`config.mk`:
```
export PLATFORM = sky130hd
export DESIGN_NAME = addroundkey_stage_flat
export DESIGN_NICKNAME = d
export VERILOG_FILES = /design/src/rtl/addroundkey_stage_if.sv /design/src/rtl/addroundkey_stage.sv /design/src/flat_wrapper.sv
export SDC_FILE = /design/constraint.sdc
export NUM_CORES = 1
export LEC_CHECK = 0
export ABC_AREA = 0
export CORE_ASPECT_RATIO = 1.2
export CORE_MARGIN = 3
export CORE_UTILIZATION = 25
export DETAILED_ROUTE_END_ITERATION = 10
export HOLD_SLACK_MARGIN = 0.03
export PLACE_DENSITY = 0.53
export SYNTH_ARGS = -nofsm -noshare
export SYNTH_HDL_FRONTEND = slang
export SYNTH_SLANG_ARGS = --single-unit
export TNS_END_PERCENT = 30
```
`constraint.sdc`:
```
create_clock -name i_clock -period 1.8 [get_ports i_clock]
set_clock_uncertainty 0.2 [all_clocks]
set_input_delay 0.45 -clock i_clock [delete_from_list [all_inputs] [get_ports i_clock]]
set_output_delay 0.45 -clock i_clock [all_outputs]
set_load 0.1 [all_outputs]
```
`src/rtl/addroundkey_stage_if.sv`:
```
// Handshake and data bundle for the AddRoundKey stage.
// Signal names keep the stage's i_/o_ view: the slave modport is the stage,
// the master modport is whoever drives it (upstream round logic and downstream sink).
interface addroundkey_stage_if #(
    parameter int NB_STATE = 128,
    parameter int NB_ROUND = 4
);
    logic [NB_STATE-1:0] i_mixcol_state;
    logic [NB_STATE-1:0] i_shrows_state;
    logic [NB_STATE-1:0] i_round_key;
    logic [NB_ROUND-1:0] i_round;
    logic                i_last_round;
    logic                i_valid;
    logic                o_ready;
    logic [NB_STATE-1:0] o_state;
    logic [NB_ROUND-1:0] o_round;
    logic                o_last;
    logic                o_valid;
    logic                i_ready;
    logic                o_round_err;

    modport slave (
        input  i_mixcol_state, i_shrows_state, i_round_key, i_round, i_last_round,
        input  i_valid, i_ready,
        output o_ready, o_state, o_round, o_last, o_valid, o_round_err
    );

    modport master (
        output i_mixcol_state, i_shrows_state, i_round_key, i_round, i_last_round,
        output i_valid, i_ready,
        input  o_ready, o_state, o_round, o_last, o_valid, o_round_err
    );
endinterface

```
`src/rtl/addroundkey_stage.sv`:
```
// Registered AddRoundKey stage of the AES round datapath.
// Result = (last ? ShiftRows state : MixColumns state) ^ round key, captured with
// its round tags into an output register backed by a one-entry skid register so
// the pipeline can stall for a cycle without losing a beat. o_ready is registered
// and never depends combinationally on i_ready.
module addroundkey_stage #(
    parameter int NB_BYTE  = 8,
    parameter int N_BYTES  = 16,
    parameter int N_ROUNDS = 14,
    parameter int NB_ROUND = 4
) (
    input  logic                 i_clock,
    input  logic                 i_reset_n,
    addroundkey_stage_if.slave   bus
);
    localparam int NB_STATE = N_BYTES * NB_BYTE;
    localparam bit BAD_CONF = (NB_BYTE != 8) || (N_BYTES != 16);
    localparam logic [NB_ROUND-1:0] MAX_ROUND = NB_ROUND'(N_ROUNDS);

    // Only the AES geometry is meaningful; other sizes still elaborate as a plain XOR stage.
    if (BAD_CONF) begin : g_bad_conf
    end

    typedef enum logic [1:0] {
        ST_EMPTY = 2'd0,
        ST_FULL  = 2'd1,
        ST_SKID  = 2'd2
    } state_t;

    function automatic logic [NB_STATE-1:0] f_add_round_key(
        input logic                last,
        input logic [NB_STATE-1:0] mix,
        input logic [NB_STATE-1:0] shr,
        input logic [NB_STATE-1:0] key
    );
        logic [NB_STATE-1:0] sel;
        sel = last ? shr : mix;
        return sel ^ key;
    endfunction

    state_t              r_state;
    state_t              w_next_state;
    logic                w_accept;
    logic                w_load_out;
    logic                w_load_skid;
    logic                w_out_from_skid;
    logic [NB_STATE-1:0] w_result;

    logic [NB_STATE-1:0] r_out_state;
    logic [NB_ROUND-1:0] r_out_round;
    logic                r_out_last;
    logic [NB_STATE-1:0] r_skid_state;
    logic [NB_ROUND-1:0] r_skid_round;
    logic                r_skid_last;
    logic                r_valid;
    logic                r_ready;
    logic                r_round_err;

    assign w_accept = bus.i_valid & r_ready;
    assign w_result = f_add_round_key(bus.i_last_round, bus.i_mixcol_state,
                                      bus.i_shrows_state, bus.i_round_key);

    // Next-state and register-load decode for the EMPTY/FULL/SKID buffer.
    always_comb begin
        w_next_state    = r_state;
        w_load_out      = 1'b0;
        w_load_skid     = 1'b0;
        w_out_from_skid = 1'b0;
        case (r_state)
            ST_EMPTY: begin
                if (w_accept) begin
                    w_next_state = ST_FULL;
                    w_load_out   = 1'b1;
                end else begin
                    w_next_state = ST_EMPTY;
                end
            end
            ST_FULL: begin
                if (w_accept && !bus.i_ready) begin
                    w_next_state = ST_SKID;
                    w_load_skid  = 1'b1;
                end else if (w_accept && bus.i_ready) begin
                    w_next_state = ST_FULL;
                    w_load_out   = 1'b1;
                end else if (bus.i_ready) begin
                    w_next_state = ST_EMPTY;
                end else begin
                    w_next_state = ST_FULL;
                end
            end
            ST_SKID: begin
                if (bus.i_ready) begin
                    w_next_state    = ST_FULL;
                    w_out_from_skid = 1'b1;
                end else begin
                    w_next_state = ST_SKID;
                end
            end
            default: begin
                w_next_state = ST_EMPTY;
            end
        endcase
    end

    // FSM state plus registered o_valid / o_ready derived from the next state.
    always_ff @(posedge i_clock or negedge i_reset_n) begin
        if (!i_reset_n) begin
            r_state <= ST_EMPTY;
            r_valid <= 1'b0;
            r_ready <= 1'b1;
        end else begin
            r_state <= w_next_state;
            r_valid <= (w_next_state != ST_EMPTY);
            r_ready <= (w_next_state != ST_SKID);
        end
    end

    // Output register: refilled from the skid entry first, otherwise from the datapath.
    always_ff @(posedge i_clock or negedge i_reset_n) begin
        if (!i_reset_n) begin
            r_out_state <= '0;
            r_out_round <= '0;
            r_out_last  <= 1'b0;
        end else if (w_out_from_skid) begin
            r_out_state <= r_skid_state;
            r_out_round <= r_skid_round;
            r_out_last  <= r_skid_last;
        end else if (w_load_out) begin
            r_out_state <= w_result;
            r_out_round <= bus.i_round;
            r_out_last  <= bus.i_last_round;
        end
    end

    // Skid register: catches the beat accepted while the output register is stalled.
    always_ff @(posedge i_clock or negedge i_reset_n) begin
        if (!i_reset_n) begin
            r_skid_state <= '0;
            r_skid_round <= '0;
            r_skid_last  <= 1'b0;
        end else if (w_load_skid) begin
            r_skid_state <= w_result;
            r_skid_round <= bus.i_round;
            r_skid_last  <= bus.i_last_round;
        end
    end

    // Sticky flag for any accepted beat whose round tag exceeds the last legal round.
    always_ff @(posedge i_clock or negedge i_reset_n) begin
        if (!i_reset_n) begin
            r_round_err <= 1'b0;
        end else if (w_accept && (bus.i_round > MAX_ROUND)) begin
            r_round_err <= 1'b1;
        end
    end

    assign bus.o_state     = r_out_state;
    assign bus.o_round     = r_out_round;
    assign bus.o_last      = r_out_last;
    assign bus.o_valid     = r_valid;
    assign bus.o_ready     = r_ready;
    assign bus.o_round_err = r_round_err;
endmodule
```
`src/flat_wrapper.sv`:
```
// flat-port wrapper written by rule: the top's interface ports become plain ports
module addroundkey_stage_flat 
#(
    parameter int NB_BYTE  = 8,
    parameter int N_BYTES  = 16,
    parameter int N_ROUNDS = 14,
    parameter int NB_ROUND = 4
)
  (i_clock, i_reset_n, bus_i_mixcol_state, bus_i_shrows_state, bus_i_round_key, bus_i_round, bus_i_last_round, bus_i_valid, bus_i_ready, bus_o_ready, bus_o_state, bus_o_round, bus_o_last, bus_o_valid, bus_o_round_err);
  addroundkey_stage_if #(.NB_ROUND(NB_ROUND)) bus_i ();
  input  logic i_clock;
  input  logic i_reset_n;
  input wire logic [$bits(bus_i.i_mixcol_state)-1:0] bus_i_mixcol_state;
  input wire logic [$bits(bus_i.i_shrows_state)-1:0] bus_i_shrows_state;
  input wire logic [$bits(bus_i.i_round_key)-1:0] bus_i_round_key;
  input wire logic [$bits(bus_i.i_round)-1:0] bus_i_round;
  input wire logic [$bits(bus_i.i_last_round)-1:0] bus_i_last_round;
  input wire logic [$bits(bus_i.i_valid)-1:0] bus_i_valid;
  input wire logic [$bits(bus_i.i_ready)-1:0] bus_i_ready;
  output wire logic [$bits(bus_i.o_ready)-1:0] bus_o_ready;
  output wire logic [$bits(bus_i.o_state)-1:0] bus_o_state;
  output wire logic [$bits(bus_i.o_round)-1:0] bus_o_round;
  output wire logic [$bits(bus_i.o_last)-1:0] bus_o_last;
  output wire logic [$bits(bus_i.o_valid)-1:0] bus_o_valid;
  output wire logic [$bits(bus_i.o_round_err)-1:0] bus_o_round_err;
  assign bus_i.i_mixcol_state = bus_i_mixcol_state;
  assign bus_i.i_shrows_state = bus_i_shrows_state;
  assign bus_i.i_round_key = bus_i_round_key;
  assign bus_i.i_round = bus_i_round;
  assign bus_i.i_last_round = bus_i_last_round;
  assign bus_i.i_valid = bus_i_valid;
  assign bus_i.i_ready = bus_i_ready;
  assign bus_o_ready = bus_i.o_ready;
  assign bus_o_state = bus_i.o_state;
  assign bus_o_round = bus_i.o_round;
  assign bus_o_last = bus_i.o_last;
  assign bus_o_valid = bus_i.o_valid;
  assign bus_o_round_err = bus_i.o_round_err;
  addroundkey_stage #(.NB_BYTE(NB_BYTE), .N_BYTES(N_BYTES), .N_ROUNDS(N_ROUNDS), .NB_ROUND(NB_ROUND)) u_core (.i_clock(i_clock), .i_reset_n(i_reset_n), .bus(bus_i));
endmodule
```
# Word-level counts from Yosys, hierarchy flattened
# Cells that the tools add are included.
totals:
  regBits: 271
  input_bits: 393
  out_inout_bits: 136
  word_cells: 44
classes:
  order_cmp: 1
  eq_ne: 3
  n_mux: 21
  n_bitwise: 2
  n_reduce_logical: 7
ops:
  columns: ["op", "n"]
  rows:
  - ["$mux W128", 3]
  - ["$xor A128 B128 Y128", 1]
  - ["$mux W1", 11]
  - ["$mux W4", 2]
  - ["$mux W2", 3]
  - ["$pmux W2 S3", 1]
  - ["$gt A4 B4 Y1 const B", 1]
  - ["$reduce_bool A2 Y1", 2]
  - ["$logic_and A1 B1 Y1", 3]
  - ["$eq A2 B1 Y1 const B", 1]
  - ["$eq A2 B2 Y1 const B", 1]
  - ["$logic_not A2 Y1", 1]
  - ["$ne A2 B2 Y1 const B", 1]
  - ["$pmux W1 S2", 1]
  - ["$and A1 B1 Y1", 1]
  - ["$logic_not A1 Y1", 1]

# Longest topological paths before layout
logic_depth:
  ltp_word: 7
  mapped_depth: 6
  ltp_nobuf: 3

# Worst setup path before layout
# OpenSTA, ideal clock, no wires.
synth_timing:
  kind: "flip-flop to flip-flop"
  from: "reg u_core.r_ready (netlist: u_core.bus.o_ready)"
  to: "reg u_core.r_skid_state[30]"
  setup_time_ps: 125
  t_arrival_ps: 1991
  required_ps: 1475
  setup_slack_ps: -515
  path_stages_with_launch: 6
  n_path_buf: 2
  period_less_slack_ps: 2315
  path_cell_list: "dfstp_2 -> nand3b_1 -> nor2_2 -> buf_4 -> buf_4 -> mux2_2"
synth_via:
  elab_chain_len: 4
synth_rtl:
  columns: ["item", "line_no", "text"]
  rows:
  - ["start: declaration", "addroundkey_stage.sv:56", "logic r_ready;"]
  - ["start signal: assignment", "addroundkey_stage.sv:114", "r_ready <= (w_next_state != ST_SKID);"]
  - ["$and A1 B1 Y1", "addroundkey_stage.sv:59", "assign w_accept = bus.i_valid & r_ready;"]
  - ["$logic_and A1 B1 Y1", "addroundkey_stage.sv:79", "if (w_accept && !bus.i_ready) begin"]
  - ["$mux W1", "addroundkey_stage.sv:79", null]
  - ["$mux W1", "addroundkey_stage.sv:69", "case (r_state)"]
  - ["end signal: assignment", "addroundkey_stage.sv:142", "r_skid_state <= w_result;"]
  - ["end: declaration", "addroundkey_stage.sv:52", "logic [NB_STATE-1:0] r_skid_state;"]
# No other way between the ends.
# A chain may end at the register's enable or synchronous reset.

# Worst setup path in the final report
layout_timing:
  from: "reg u_core.r_ready (netlist: u_core.bus.o_ready)"
  to: "out bus_o_ready"
layout_lines:
  columns: ["item", "line_no", "text"]
  rows:
  - ["end: declaration", "flat_wrapper.sv:20", "output wire logic [$bits(bus_i.o_ready)-1:0] bus_o_ready;"]
# No word-level cell between the ends.

==> results_dict.tcl <==
set metrics [dict create \
    outcome "finished with violations" \
    violated_checks "negative setup slack" \
    port-buffer-count 528 \
    maxCapViolations 0 \
    worst_skew_pair.late_latency_ns 0.57 \
    die_w_um 218 \
    post_synth_and_or_nand_nor_area_fraction 0.0674 \
    synth_warnings 0 \
    pin_count 529 \
    cts_inserted_buffers 30 \
    synthToLayoutAreaGrowth_pct 79.3 \
    grt_first_pass_wirelength_um 69600 \
    fp.dieArea_sq_um 56600 \
    core_sq_um 52800 \
    num_rows 92 \
    data_required_time_at_the_worst_endpoint_ns 1.15 \
    routed_wire_per_std_cell_um 19.4 \
    mostFrequentLayoutCell "clkdlybuf4s50_1" \
    remaining_drc_errors 0 \
    sequential_cell_area_fraction_in_the_yosys_report 0.505 \
    num_vias 10700 \
    crit_slowest_cell "dfstp_4" \
    grt_overflow_total 0 \
    critical_path_peak_fanout 3 \
    first_global_vias 11700 \
    final_cell_mix "clkdlybuf4s50_1, dfrtp_1, buf_12" \
    drt_iter0_markers 322 \
    synth.distinct_cells 27 \
    finish.cell_count_without_fillers 2376 \
    startpoint_type "flop" \
    power.density_nw_per_um2 1890 \
    timing.critical_path.arrival_ns 1.45 \
    die-height_um 260 \
    seq_power_share 0.255 \
    post_synth.cell_area_avg_sq_um 13.2 \
    synth_compound_area_frac 0.103 \
    dp_cells 2286 \
    cts.sink_count 271 \
    final_critical_path_setup_slack_ns -0.302 \
    maxClockFrequency_ghz 0.476 \
    synth.area.mux_share 0.208 \
    ys_seq_elements 271 \
    antenna_violating_nets_post_route 0 \
    critPathMaxStageDelay_ns 0.62 \
    num-nets-final 2040 \
    p_int_mw 25.3 \
    synth_xor_xnor_area_share 0.0834 \
    worst_setup_slack_after_placement_ns -0.691 \
    drt-pass1-iter-count 4 \
    diodes 0 \
    critPathKind "flop to primary output" \
    total_switching_power_mw 20.2 \
    worst_hold_path_type "input port to asynchronous set/reset pin" \
    timing.max_slew.rel_slack 0.682 \
    clock_tree.buffer_depth 3 \
    grt_util_all_layers 0.155 \
    route.final.wire_length_um 46000 \
    synth_cells 1018 \
    globalplace.congestion 0.737 \
    layout_worst_path_cycle_share 1.17 \
    worst_pin_slew_ns 0.477 \
    synth_top_family_by_area "multiplexers" \
    fin_util 0.456 \
    cts_tree "done" \
    power.ir.vdd_worst_mv 1.42 \
    switching_share_of_power 0.443 \
    post-dp-hpwl_um 33700 \
    drive_above_1_share 0.284 \
    p_comb_frac 0.595 \
    start_util 0.254 \
    synth_adder_area_share 0 \
    mappedNetlistArea_sq_um 13400 \
    power_leakage_nw 10.4 \
    grt_start_max_net_pins 68 \
    critical_path.cell_chain "buf_6, buf_12" \
    rsz0062_at_grt "true" \
    htreeDepth 1 \
    root_buffer_cell "clkbuf_16" \
    synthesis.nets 1411 \
    antenna_found_initial 0 \
    final-max-slew-violation-count 0 \
    post-route-min-period_ns 2.10 \
    finalHoldViolations 0 \
    avgViaCountPerCell 4.49 \
    power.share.clock 0.150 \
    clk_pin_slew_ns 0.06 \
    endpoint_class_of_the_critical_path "primary output" \
    timing.final.setup_violations 339 \
]
==> worst paths after layout <==
kind / start / endpoint / slack [ns] / cells past startpoint
min in group i_clock: u_core.r_skid_state[28] / u_core.r_skid_state[28] / 0.30 / 1
min: i_reset_n / u_core.bus.o_state[61] / 0.14 / 2
max: u_core.bus.o_ready / bus_o_ready / -0.30 / 2
max in group asynchronous: i_reset_n / u_core.r_skid_state[110] / 0.54 / 4
min reg2reg: u_core.r_skid_state[28] / u_core.r_skid_state[28] / 0.30 / 1
max reg2reg: u_core.bus.o_ready / u_core.r_skid_state[127] / -0.29 / 7
==> worst max-delay path: cells and delay by family, from the launching register on <==
kind                   cells  cell delay (ns)
DFF                        1             0.62
buffers and inverters      2             0.26
==> layout make-up <==
class                   count  area (sq um)
fillers                  4763         28700
multi-input cells         675          6680
clock buffers              43           901
flip-flops and latches    271          6790
well taps                 705           882
clock inverters            13           218
repair buffers            669          8630
==> through the flow <==
step	total power, mW	cell area (sq um)	setup TNS (ns)	hold WS, ns
2_1_floorplan	25.9	13500	-65.87	-0.0456
3_3_place_gp	36.7	21800	-161.83	0.127
3_5_place_dp	36.9	21800	-168.73	0.128
4_1_cts	46.0	24000	-64.51	0.119
5_1_grt	47.3	24100	-76.29	0.150
6_report	45.5	24100	-51.61	0.139
==> state kept, by name, indices dropped and copies added, names as in the netlist <==
name and count:
u_core.bus.o_last 1, u_core.bus.o_ready 1, u_core.bus.o_round 4, u_core.bus.o_round_err 1
u_core.bus.o_state 128, u_core.bus.o_valid 1, u_core.r_skid_last 1, u_core.r_skid_round 4
u_core.r_skid_state 128, u_core.r_state 2
==> Yosys cell counts <==
cell	instances	share of area
o21ai_0	1	0.00037
nand2_1	3	0.00084
nand3b_1	1	0.00056
dfstp_2	1	0.0020
and2_1	126	0.059
buf_4	17	0.0095
xnor2_1	128	0.083
a21oi_1	2	0.00074
mux2_1	5	0.0042
a21o_1	1	0.00056
buf_1	1	0.00028
dfrtp_1	270	0.50
mux2_2	129	0.11
nor2b_1	1	0.00047
buf_2	23	0.0086
o2bb2ai_1	1	0.00065
nor2_2	2	0.00093
buf_6	12	0.010
o21bai_1	1	0.00056
and2_0	7	0.0033
mux2i_1	128	0.095
and3b_1	2	0.0013
nand4_1	1	0.00047
nand2b_1	2	0.00093
a221o_1	133	0.099
a21oi_4	1	0.0012
clkbuf_1	19	0.0053
==> metal layers <==
metal	global-route usage	part of all wire
met5	0	0
met2	0.288	0.53
met1	0.186	0.39
met3	0.0312	0.064
met4	0.0330	0.016
==> cell families (layout without fill, tap and decap cells) <==
group | count (synthesis) | in the layout
buffers and inverters | 72 | 725
multiplexers | 262 | 262
XOR/XNOR | 128 | 128
flip-flops | 271 | 271
AO/OA/AOI/OAI | 140 | 140
AND/OR/NAND/NOR | 145 | 145
==> repair_timing <==
item | CTS | global route
cloned | 10 | 2
pin swaps | 25 | 7
buffers inserted | 23 | 6
endpoints found under the hold margin | 206 | 0
gates resized for setup | 151 | 31
hold buffers | 1 | 0
endpoints found under the setup margin | 402 | 402
==> power groups by stage <==
stage	Sequential, mW	Combinational [mW]	Clock [mW]
after floorplan	21.0	4.83	0
after global placement	11.5	25.2	0
after detailed placement	11.6	25.4	0
after CTS	11.6	27.3	7.07
after global routing	12.0	28.0	7.30
final	11.6	27.1	6.84
(Power assumes the default switching activity.)
